## src/rtl/inst_fetch_bridge_pkg.sv

```systemverilog
// Shared widths, constants and state encoding for the instruction-fetch bridge.
package inst_fetch_bridge_pkg;
   localparam int unsigned InstAddressBus = 32;
   localparam int unsigned InstDataBus    = 32;
   localparam logic [InstDataBus-1:0] ZeroWord = '0;

   typedef enum logic {
      IDLE = 1'b0,
      BUSY = 1'b1
   } fetch_state_e;
endpackage

```

## src/rtl/fetch_timeout_ctr.sv

```systemverilog
// Saturating wait counter for an outstanding fetch; tc_o flags the last allowed request cycle.
module fetch_timeout_ctr #(
   parameter int unsigned WIDTH = 6,
   parameter int unsigned LAST  = 63
) (
   input  logic clk,
   input  logic rst,
   input  logic clr_i,
   input  logic en_i,
   output logic tc_o
);
   localparam logic [WIDTH-1:0] LastVal = WIDTH'(LAST);

   logic [WIDTH-1:0] cnt_q, cnt_d;

   assign tc_o = (cnt_q == LastVal);

   // Holding at the terminal value guarantees the count never wraps.
   always_comb begin
      cnt_d = cnt_q;
      if (clr_i)
         cnt_d = '0;
      else if (en_i && !tc_o)
         cnt_d = cnt_q + 1'b1;
   end

   always_ff @(posedge clk or posedge rst) begin
      if (rst)
         cnt_q <= '0;
      else
         cnt_q <= cnt_d;
   end
endmodule

```

## src/rtl/inst_fetch_bridge.sv

```systemverilog
// Single-entry tagged fetch buffer bridging the core fetch port to a req/ack instruction memory.
module inst_fetch_bridge
   import inst_fetch_bridge_pkg::*;
#(
   parameter int unsigned                  TIMEOUT_CYCLES = 64,
   parameter logic [InstDataBus-1:0]       NOP_INST       = ZeroWord
) (
   input  logic                       clk,
   input  logic                       rst,
   input  logic                       ce_i,
   input  logic [InstAddressBus-1:0]  addr_i,
   input  logic                       flush_i,
   output logic [InstDataBus-1:0]     data_o,
   output logic                       stall_req_o,
   output logic                       mem_req_o,
   output logic [InstAddressBus-1:0]  mem_addr_o,
   input  logic                       mem_ack_i,
   input  logic [InstDataBus-1:0]     mem_rdata_i,
   output logic                       err_o
);
   localparam int unsigned CntW = $clog2(TIMEOUT_CYCLES);

   fetch_state_e                     state_q, state_d;
   logic                             valid_q, valid_d;
   logic [InstAddressBus-1:2]        tag_q, tag_d;
   logic [InstDataBus-1:0]           data_q, data_d;
   logic                             mem_req_q, mem_req_d;
   logic [InstAddressBus-1:0]        mem_addr_q, mem_addr_d;
   logic                             err_q, err_d;
   logic                             ctr_clr, ctr_en, ctr_tc;
   logic                             hit;

   // Byte offset within the word plays no part in fetching.
   logic unused_byte_offset;
   assign unused_byte_offset = &{1'b0, addr_i[1:0]};

   assign hit         = valid_q && (tag_q == addr_i[InstAddressBus-1:2]);
   assign data_o      = (ce_i && hit) ? data_q : ZeroWord;
   assign stall_req_o = ce_i && !hit;
   assign mem_req_o   = mem_req_q;
   assign mem_addr_o  = mem_addr_q;
   assign err_o       = err_q;

   fetch_timeout_ctr #(
      .WIDTH (CntW),
      .LAST  (TIMEOUT_CYCLES - 1)
   ) u_timeout_ctr (
      .clk   (clk),
      .rst   (rst),
      .clr_i (ctr_clr),
      .en_i  (ctr_en),
      .tc_o  (ctr_tc)
   );

   always_comb begin
      state_d    = state_q;
      valid_d    = valid_q;
      tag_d      = tag_q;
      data_d     = data_q;
      mem_req_d  = mem_req_q;
      mem_addr_d = mem_addr_q;
      err_d      = 1'b0;
      ctr_clr    = 1'b0;
      ctr_en     = 1'b0;
      case (state_q)
         IDLE: begin
            if (flush_i) begin
               valid_d = 1'b0;
            end else if (ce_i && !hit) begin
               mem_addr_d = {addr_i[InstAddressBus-1:2], 2'b00};
               mem_req_d  = 1'b1;
               ctr_clr    = 1'b1;
               state_d    = BUSY;
            end
         end
         BUSY: begin
            // Flush outranks a same-cycle ack so stale data never lands in the buffer.
            if (flush_i) begin
               valid_d   = 1'b0;
               mem_req_d = 1'b0;
               state_d   = IDLE;
            end else if (mem_ack_i || ctr_tc) begin
               data_d    = mem_ack_i ? mem_rdata_i : NOP_INST;
               tag_d     = mem_addr_q[InstAddressBus-1:2];
               valid_d   = 1'b1;
               mem_req_d = 1'b0;
               err_d     = !mem_ack_i;
               state_d   = IDLE;
            end else begin
               ctr_en = 1'b1;
            end
         end
         default: state_d = IDLE;
      endcase
   end

   always_ff @(posedge clk or posedge rst) begin
      if (rst) begin
         state_q    <= IDLE;
         valid_q    <= 1'b0;
         tag_q      <= '0;
         data_q     <= ZeroWord;
         mem_req_q  <= 1'b0;
         mem_addr_q <= '0;
         err_q      <= 1'b0;
      end else begin
         state_q    <= state_d;
         valid_q    <= valid_d;
         tag_q      <= tag_d;
         data_q     <= data_d;
         mem_req_q  <= mem_req_d;
         mem_addr_q <= mem_addr_d;
         err_q      <= err_d;
      end
   end
endmodule

```

## config.mk

```make
export PLATFORM = sky130hd
export DESIGN_NAME = inst_fetch_bridge
export DESIGN_NICKNAME = d
export VERILOG_FILES = /design/src/rtl/inst_fetch_bridge_pkg.sv /design/src/rtl/fetch_timeout_ctr.sv /design/src/rtl/inst_fetch_bridge.sv
export SDC_FILE = /design/constraint.sdc
export NUM_CORES = 1
export LEC_CHECK = 0
export CAP_MARGIN = 20
export CORE_MARGIN = 10
export CORE_UTILIZATION = 30
export DETAILED_ROUTE_END_ITERATION = 8
export PLACE_DENSITY = 0.55
export SETUP_SLACK_MARGIN = 0.1
export SYNTH_ARGS = -nofsm -noshare
export SYNTH_HDL_FRONTEND = slang
export SYNTH_SLANG_ARGS = --single-unit
export TNS_END_PERCENT = 10
```

## constraint.sdc

```tcl
create_clock -name clk -period 5.98 [get_ports clk]
set_clock_uncertainty 0.2 [all_clocks]
set_input_delay 0.598 -clock clk [delete_from_list [all_inputs] [get_ports clk]]
set_output_delay 0.598 -clock clk [all_outputs]
set_load 0.02 [all_outputs]
```

==> metrics.sh, run 1 <==
OUTCOME='finished, final reports clean'
TOTAL_DETAILED_ROUTING_WIRELENGTH_MICRONS=11600
CRITICAL_PATH.MAX_FANOUT=23
SETUP_VIOL=0
REPORT.FINAL.SLEW_VIOL_COUNT=0
WORST_HOLD_PATH_TYPE='flop to flop'
YOSYS_MOST_USED_DFF='dfrtp_1'
FLOORPLAN.ROWS=45
PERIOD_SHARE=0.719
ACHIEVABLE-FREQUENCY_MHz=233
PRE_CTS_WS_NS=1.20
FIRST_GLOBAL_VIAS=3333
FINALNETCOUNT=527
DRIVE_GT1_FRAC=0.203
SETUP.WORST_PATH.END_CLASS='output pin'
POST_CTS_SETUP_BUFS=0
GP_CONGESTION=0.738
DR.FIRST_ITER.DRC_COUNT=104
LARGEST_NET_DEGREE_AT_THE_START_OF_GLOBAL_ROUTING=71
LAYOUT_COMMONEST_CELL='clkdlybuf4s50_1'
INITIAL_UTILIZATION=0.303
WIRE_PER_INST_MICRONS=17.8
PLACE.PORT_BUFFERS=131
GRT_OVERFLOW=0
CLK_PIN_SLEW_WORST_PATHS_NS=0.07
RSZ0062_AT_GRT='no'
WORSTSETUPPATHTYPE='input pin to output pin'
SYNTHTOPCELLSBYAREA='dfrtp_1 (56%), mux2_4 (8.9%), mux2_2 (8.1%)'
FP.DIEAREA_SQ_UM=20600
POST_DETAILED_ROUTE_COUNT_OF_ANTENNA_VIOLATING_NETS=0
NETLIST_AREA_SQ_UM=4570
TNS_NS=0
SYNTH_EDF_COUNT=0
NUMBER_OF_DISTINCT_STANDARD_CELLS_REFERENCED_BY_THE_SYNTHESIZED_NETLIST=41
DRT-VIAS-PER-INSTANCE=4.67
NUMCTSBUFFERS=9
TRITONCTS='yes'
DIE_X_MICRONS=143
GLOBALROUTETOTALUTIL=0.114
CTSROOTBUFFERMASTER='clkbuf_16'
GRT_ANTENNA_BEFORE_REPAIR=0
FINAL_CELL_MIX='clkdlybuf4s50_1 (131), dfrtp_1 (102), and2_1 (33), mux2_2 (33), a22o_1 (32)'
ROUTED-VIA-COUNT=3038
WORST_EP_REQUIRED_TIME_NS=5.18
NUMBER_OF_DIODES=0
SYNTH_LARGEST_TYPE_AREA_FRACTION=0.558
GRT_FIRST_PASS_WIRELENGTH_MICRONS=18300
YOSYSTOPAREACELL='dfrtp_1'
DIE_H_MICRONS=143
CRIT_PATH_START_KIND='input pin'
FLOORPLAN.IO_PINS=136
WORSTMARGINPINSLEW_NS=0.988
SYNTH_SEQUENTIAL_AREA_RATIO=0.558
HTREE_NUM_LEVELS=3
FINALINSTANCEAREA_SQ_UM=6330
FIRST_PASS_ITERATION_COUNT_OF_THE_DETAILED_ROUTER=4
AREA.GROWTH.SYNTH_TO_FINAL_PCT=38.4
CORE-AREA_SQ_UM=15100
CELLLEAKAGEPOWER_nW=2.75
FINAL_UTIL=0.419
DETAILEDPLACEMENTHPWL_MICRONS=8230
NETLIST_INSTANCES=329
WORST_CASE_VDD_IR_DROP_mV=0.154
POWER_PER_STANDARD_CELL_AREA_nW_PER_UM2=328
POSTCTSRESIZEDCELLS=0
SYNTH-WARNING-COUNT=0
CLK_LATENCY_NS=0.35
DRC=0
CTS_HOLD_REPAIR.BUFFERS=0
POSTSYNTH.ASYNCRESETSHARE=1.00
POSTPLACECELLAREA_SQ_UM=6020
SETUP_SLACK_NS=1.68
NUMCLOCKSINKS=102
MAX_SLEW_MARGIN=0.340
MAXCAPVIOLCOUNT=0
CLOCK_PATH_BUFFERS=2
CRIT_ARRIVAL_NS=3.50
SYNTH.FF_LATCH_COUNT=102
FINALHOLDVIOLATIONS=0
POSTSYNTHAREAPERCELL_SQ_UM=13.9
FINAL.MIN_CLOCK_PERIOD_NS=4.30
-- where the power goes --
part	total, mW	switching, mW	internal, mW
clock network	0.576	0.266	0.310
logic	0.518	0.198	0.320
registers	0.983	0.115	0.868
-- area by class of cell --
cell class / instances / area, sq um
clock buffers: 11 / 253
clock inverters: 5 / 40.0
repair buffers: 135 / 1350
inverters: 8 / 32.5
flip-flops and latches: 102 / 2550
fillers: 1441 / 8760
well taps: 188 / 235
multi-input cells: 201 / 1870
-- critical path, cell delays in order --
cell             delay, ns
clkdlybuf4s50_1       0.50
xnor2_1               0.13
nand4_1               0.15
nor4_1                0.49
nand4_2               0.23
nor2_2                0.37
buf_6                 0.23
and2_1                0.14
clkdlybuf4s50_1       0.63
-- synthesized netlist by cell type, types with 2 or more instances --
library cell and count:
o21ai_0 2, buf_12 3, xnor2_1 17, dfrtp_1 102, inv_1 8, nand4_1 6
mux2_4 27, nor2_1 2, mux2_2 33, and3_1 2, a22o_1 32, nor4_1 3
buf_2 5, clkbuf_1 3, and2_1 33, buf_4 2, or2b_2 4, buf_1 3
clkbuf_2 3, a21oi_1 5, xor2_1 13, nand2_1 2
-- metrics by stage --
stage	power [mW]	instances	hold WS, ns
6_report	2.08	650	0.296
4_1_cts	2.12	649	0.304
2_1_floorplan	1.31	330	0.264
3_3_place_gp	1.51	633	0.280
5_1_grt	2.20	650	0.311
3_5_place_dp	1.52	633	0.283
-- kinds of logic after synthesis --
kind of cell    Yosys count  synth area share
simple gates             62            0.0912
flops                   102             0.558
xor+xnor                 30            0.0575
fa+ha+maj                 1           0.00274
other cells               1          0.000820
mux                      61             0.172
buf+inv                  27            0.0367
compound gates           45            0.0805
-- final timing paths --
path | to | depth (start not counted) | start | slack, ns
max | data_o[31] | 9 | addr_i[30] | 1.68
min | data_q[28] | 1 | data_q[28] | 0.30
max reg2reg | tag_q[17] | 5 | u_timeout_ctr.cnt_q[0] | 3.10
min reg2reg | data_q[28] | 1 | data_q[28] | 0.30
max in group asynchronous | mem_addr_o[15] | 3 | rst | 3.93
min in group asynchronous | data_q[29] | 2 | rst | 0.41
-- per-layer routing --
metal  routed length (microns)  GRT usage  part of all wire  up-vias
met4                       157     0.0382             0.014        0
met2                      5100      0.172              0.44      105
li1                          -          -                 -     1409
met1                      5190      0.142              0.45     1512
met5                         0          0                 0        -
met3                      1110     0.0505             0.096       12
-- sequential cells by signal, indices dropped and copies added, names as in the netlist --
signal,count
data_q,32
mem_addr_o,30
tag_q,30
u_timeout_ctr.cnt_q,6
err_o,1
mem_req_o,1
state_q,1
valid_q,1
(Power assumes the default switching activity.)
==> inputs of run 2 (changes only) <==
--- a/config.mk
+++ b/config.mk
@@ -9,7 +9,7 @@
 export CORE_MARGIN = 10
 export CORE_UTILIZATION = 30
 export DETAILED_ROUTE_END_ITERATION = 8
-export PLACE_DENSITY = 0.55
+export PLACE_DENSITY = 0.57
 export SETUP_SLACK_MARGIN = 0.1
 export SYNTH_ARGS = -nofsm -noshare
 export SYNTH_HDL_FRONTEND = slang
==> constraint.sdc (replaced) <==
create_clock -name clk -period 3.7 [get_ports clk]
set_clock_uncertainty 0.2 [all_clocks]
set_input_delay 0.37 -clock clk [delete_from_list [all_inputs] [get_ports clk]]
set_output_delay 0.37 -clock clk [all_outputs]
set_load 0.02 [all_outputs]
==> run 2 against run 1 <==
  * Clock power is 67% higher
  * Final cell count is 0.46% higher
  * Core utilization is 0.69 points higher
  * Critical path depth stayed put
  * Register-to-register slack worse by 1.9 ns
  * Design area is 1.6% higher
  * Critical endpoint is now data_o[17]
  * Largest power group unchanged
  * Highest routed layer unchanged
==> metrics.sh, run 2 (same netlist as run 1, synthesis figures left out) <==
OUTCOME='finished, final reports clean'  # unchanged
WORST_CASE_VDD_IR_DROP_mV=0.361  # was 0.154 mV
FIRST_GLOBAL_VIAS=3363  # was 3,333
CRIT_ARRIVAL_NS=2.92  # was 3.50 ns
ACHIEVABLE-FREQUENCY_MHz=286
POWER_PER_STANDARD_CELL_AREA_nW_PER_UM2=530  # was 328 nW/um^2
FLOORPLAN.IO_PINS=136  # unchanged
NUMCTSBUFFERS=9  # unchanged
SETUP.WORST_PATH.END_CLASS='output pin'  # unchanged
ROUTED-VIA-COUNT=3038  # unchanged
POST_DETAILED_ROUTE_COUNT_OF_ANTENNA_VIOLATING_NETS=0  # unchanged
CORE-AREA_SQ_UM=15100  # unchanged
POSTPLACECELLAREA_SQ_UM=6100  # was 6020 sq um
DR.FIRST_ITER.DRC_COUNT=164  # was 104
MAXCAPVIOLCOUNT=0  # unchanged
MAX_SLEW_MARGIN=0.431  # was 0.340
AREA.GROWTH.SYNTH_TO_FINAL_PCT=40.7  # was 38.4%
SETUP_VIOL=0  # unchanged
DETAILEDPLACEMENTHPWL_MICRONS=8260  # was 8230 microns
FINALNETCOUNT=530  # was 527
LARGEST_REGISTER_FF_COUNT=32  # unchanged
CELLLEAKAGEPOWER_nW=2.86  # was 2.75 nW
WORSTSETUPPATHTYPE='input pin to output pin'  # unchanged
HTREE_NUM_LEVELS=3  # unchanged
FINAL_CELL_MIX='clkdlybuf4s50_1 (128), dfrtp_1 (102), and2_1 (33), mux2_2 (33), a22o_1 (32)'  # was clkdlybuf4s50_1 (131), dfrtp_1 (102), and2_1 (33), mux2_2 (33), a22o_1 (32)
CLOCK_PATH_BUFFERS=2  # unchanged
LARGEST_NET_DEGREE_AT_THE_START_OF_GLOBAL_ROUTING=67  # was 71
FINALHOLDVIOLATIONS=0  # unchanged
TRITONCTS='yes'  # unchanged
FLOORPLAN.ROWS=45  # unchanged
REGISTERS.TOP_BY_FF_COUNT='data_q'  # unchanged
GP_CONGESTION=0.748  # was 0.738
DRC=0  # unchanged
CLK_PIN_SLEW_WORST_PATHS_NS=0.07  # about the same
CLK_LATENCY_NS=0.36  # was 0.35 ns
DRIVE_GT1_FRAC=0.211  # was 0.203
NUMBER_OF_DIODES=0  # unchanged
GRT_ANTENNA_BEFORE_REPAIR=0  # unchanged
RSZ0062_AT_GRT='yes'  # was no
GRT_FIRST_PASS_WIRELENGTH_MICRONS=18200  # was 18,300 microns
TOTAL_DETAILED_ROUTING_WIRELENGTH_MICRONS=11500  # was 11,600 microns
FIRST_PASS_ITERATION_COUNT_OF_THE_DETAILED_ROUTER=4  # unchanged
LAYOUT_COMMONEST_CELL='clkdlybuf4s50_1'  # unchanged
NUMCLOCKSINKS=102  # unchanged
CTSROOTBUFFERMASTER='clkbuf_16'  # unchanged
FINAL.MIN_CLOCK_PERIOD_NS=3.49
WORST_EP_REQUIRED_TIME_NS=3.13  # was 5.18 ns
FP.DIEAREA_SQ_UM=20600  # unchanged
WORSTMARGINPINSLEW_NS=0.853  # was 0.988 ns
REPORT.FINAL.SLEW_VIOL_COUNT=0  # unchanged
DIE_H_MICRONS=143  # unchanged
GLOBALROUTETOTALUTIL=0.113  # was 0.114
CRITICAL_PATH.MAX_FANOUT=32  # was 23
TNS_NS=0  # unchanged
POST_CTS_SETUP_BUFS=0  # unchanged
DIE_X_MICRONS=143  # unchanged
CTS_HOLD_REPAIR.BUFFERS=0  # unchanged
GRT_OVERFLOW=0  # unchanged
PLACE.PORT_BUFFERS=131  # unchanged
CRIT_PATH_START_KIND='input pin'  # unchanged
FINALINSTANCEAREA_SQ_UM=6430  # was 6330 sq um
INITIAL_UTILIZATION=0.303  # unchanged
PERIOD_SHARE=0.944
DRT-VIAS-PER-INSTANCE=4.65  # was 4.67
FILLER_CELL_COUNT=1430  # was 1,441
WORST_HOLD_PATH_TYPE='flop to flop'  # unchanged
WIRE_PER_INST_MICRONS=17.6  # was 17.8 microns
## run 2: what timing repair did
action	4_1_cts	5_1_grt
gates cloned	0	0
resized for setup	2	4
endpoints found under the setup margin	22	32
## run 2: final timing paths
| kind | end | start | slack [ns] | depth (start not counted) |
|---|---|---|---|---|
| worst min register to register | data_q[12] | data_q[12] | 0.30 | 1 |
| worst min-delay path | data_q[12] | data_q[12] | 0.30 | 1 |
| min in group asynchronous | data_q[29] | rst | 0.36 | 2 |
| worst max register to register | mem_addr_o[17] | tag_q[5] | 1.16 | 7 |
| max in group asynchronous | tag_q[26] | rst | 2.24 | 3 |
| worst max-delay path | data_o[17] | addr_i[25] | 0.21 | 9 |
## run 2: layout make-up
cell class / instances / area, sq um / share of cell area
clock inverters: 6 / 57.6 / 0.00895
flip-flops and latches: 102 / 2550 / 0.397
well taps: 188 / 235 / 0.0366
multi-input cells: 201 / 1890 / 0.294
clock buffers: 10 / 239 / 0.0372
inverters: 8 / 32.5 / 0.00506
repair buffers: 138 / 1420 / 0.221
## run 2: worst max-delay path, cell delays in order
cell             delay [ns]
clkdlybuf4s50_1        0.45
nor2b_1                0.15
a2111o_1               0.41
nor4_4                 0.20
nand4_2                0.20
nor2_2                 0.17
buf_12                 0.18
and2_1                 0.15
clkdlybuf4s50_1        0.62
## run 2: routing by layer
layer,share of wire,global-route usage,vias up
li1,-,-,1412
met1,0.45,0.139,1515
met2,0.45,0.173,101
met3,0.090,0.0495,10
met4,0.011,0.0355,0
met5,0,0,-
## run 2: through the flow
step	total power [mW]	utilization	setup WS (ns)	hold slack, ns	std cells
6_report	3.41	0.426	0.207	0.303	653
2_1_floorplan	2.12	-	0.455	0.240	330
4_1_cts	3.47	0.425	0.130	0.306	653
3_3_place_gp	2.44	0.404	0.0746	0.279	637
3_5_place_dp	2.47	0.404	0.0729	0.287	637
5_1_grt	3.60	0.426	0.0498	0.316	653
## run 2: power breakdown
group	internal, mW	leakage, nW	switching (mW)
Sequential	1.40	1.25	0.184
Combinational	0.525	1.46	0.338
Clock	0.494	0.148	0.467
Total	2.42	2.86	0.989
==> inputs of run 3 (changes only) <==
--- a/config.mk
+++ b/config.mk
@@ -5,7 +5,7 @@
 export SDC_FILE = /design/constraint.sdc
 export NUM_CORES = 1
 export LEC_CHECK = 0
-export CAP_MARGIN = 20
+export CAP_MARGIN = 10
 export CORE_MARGIN = 10
 export CORE_UTILIZATION = 30
 export DETAILED_ROUTE_END_ITERATION = 8
==> results of run 3 <==
Final layout, timing and power as in run 2 (identical DEF).
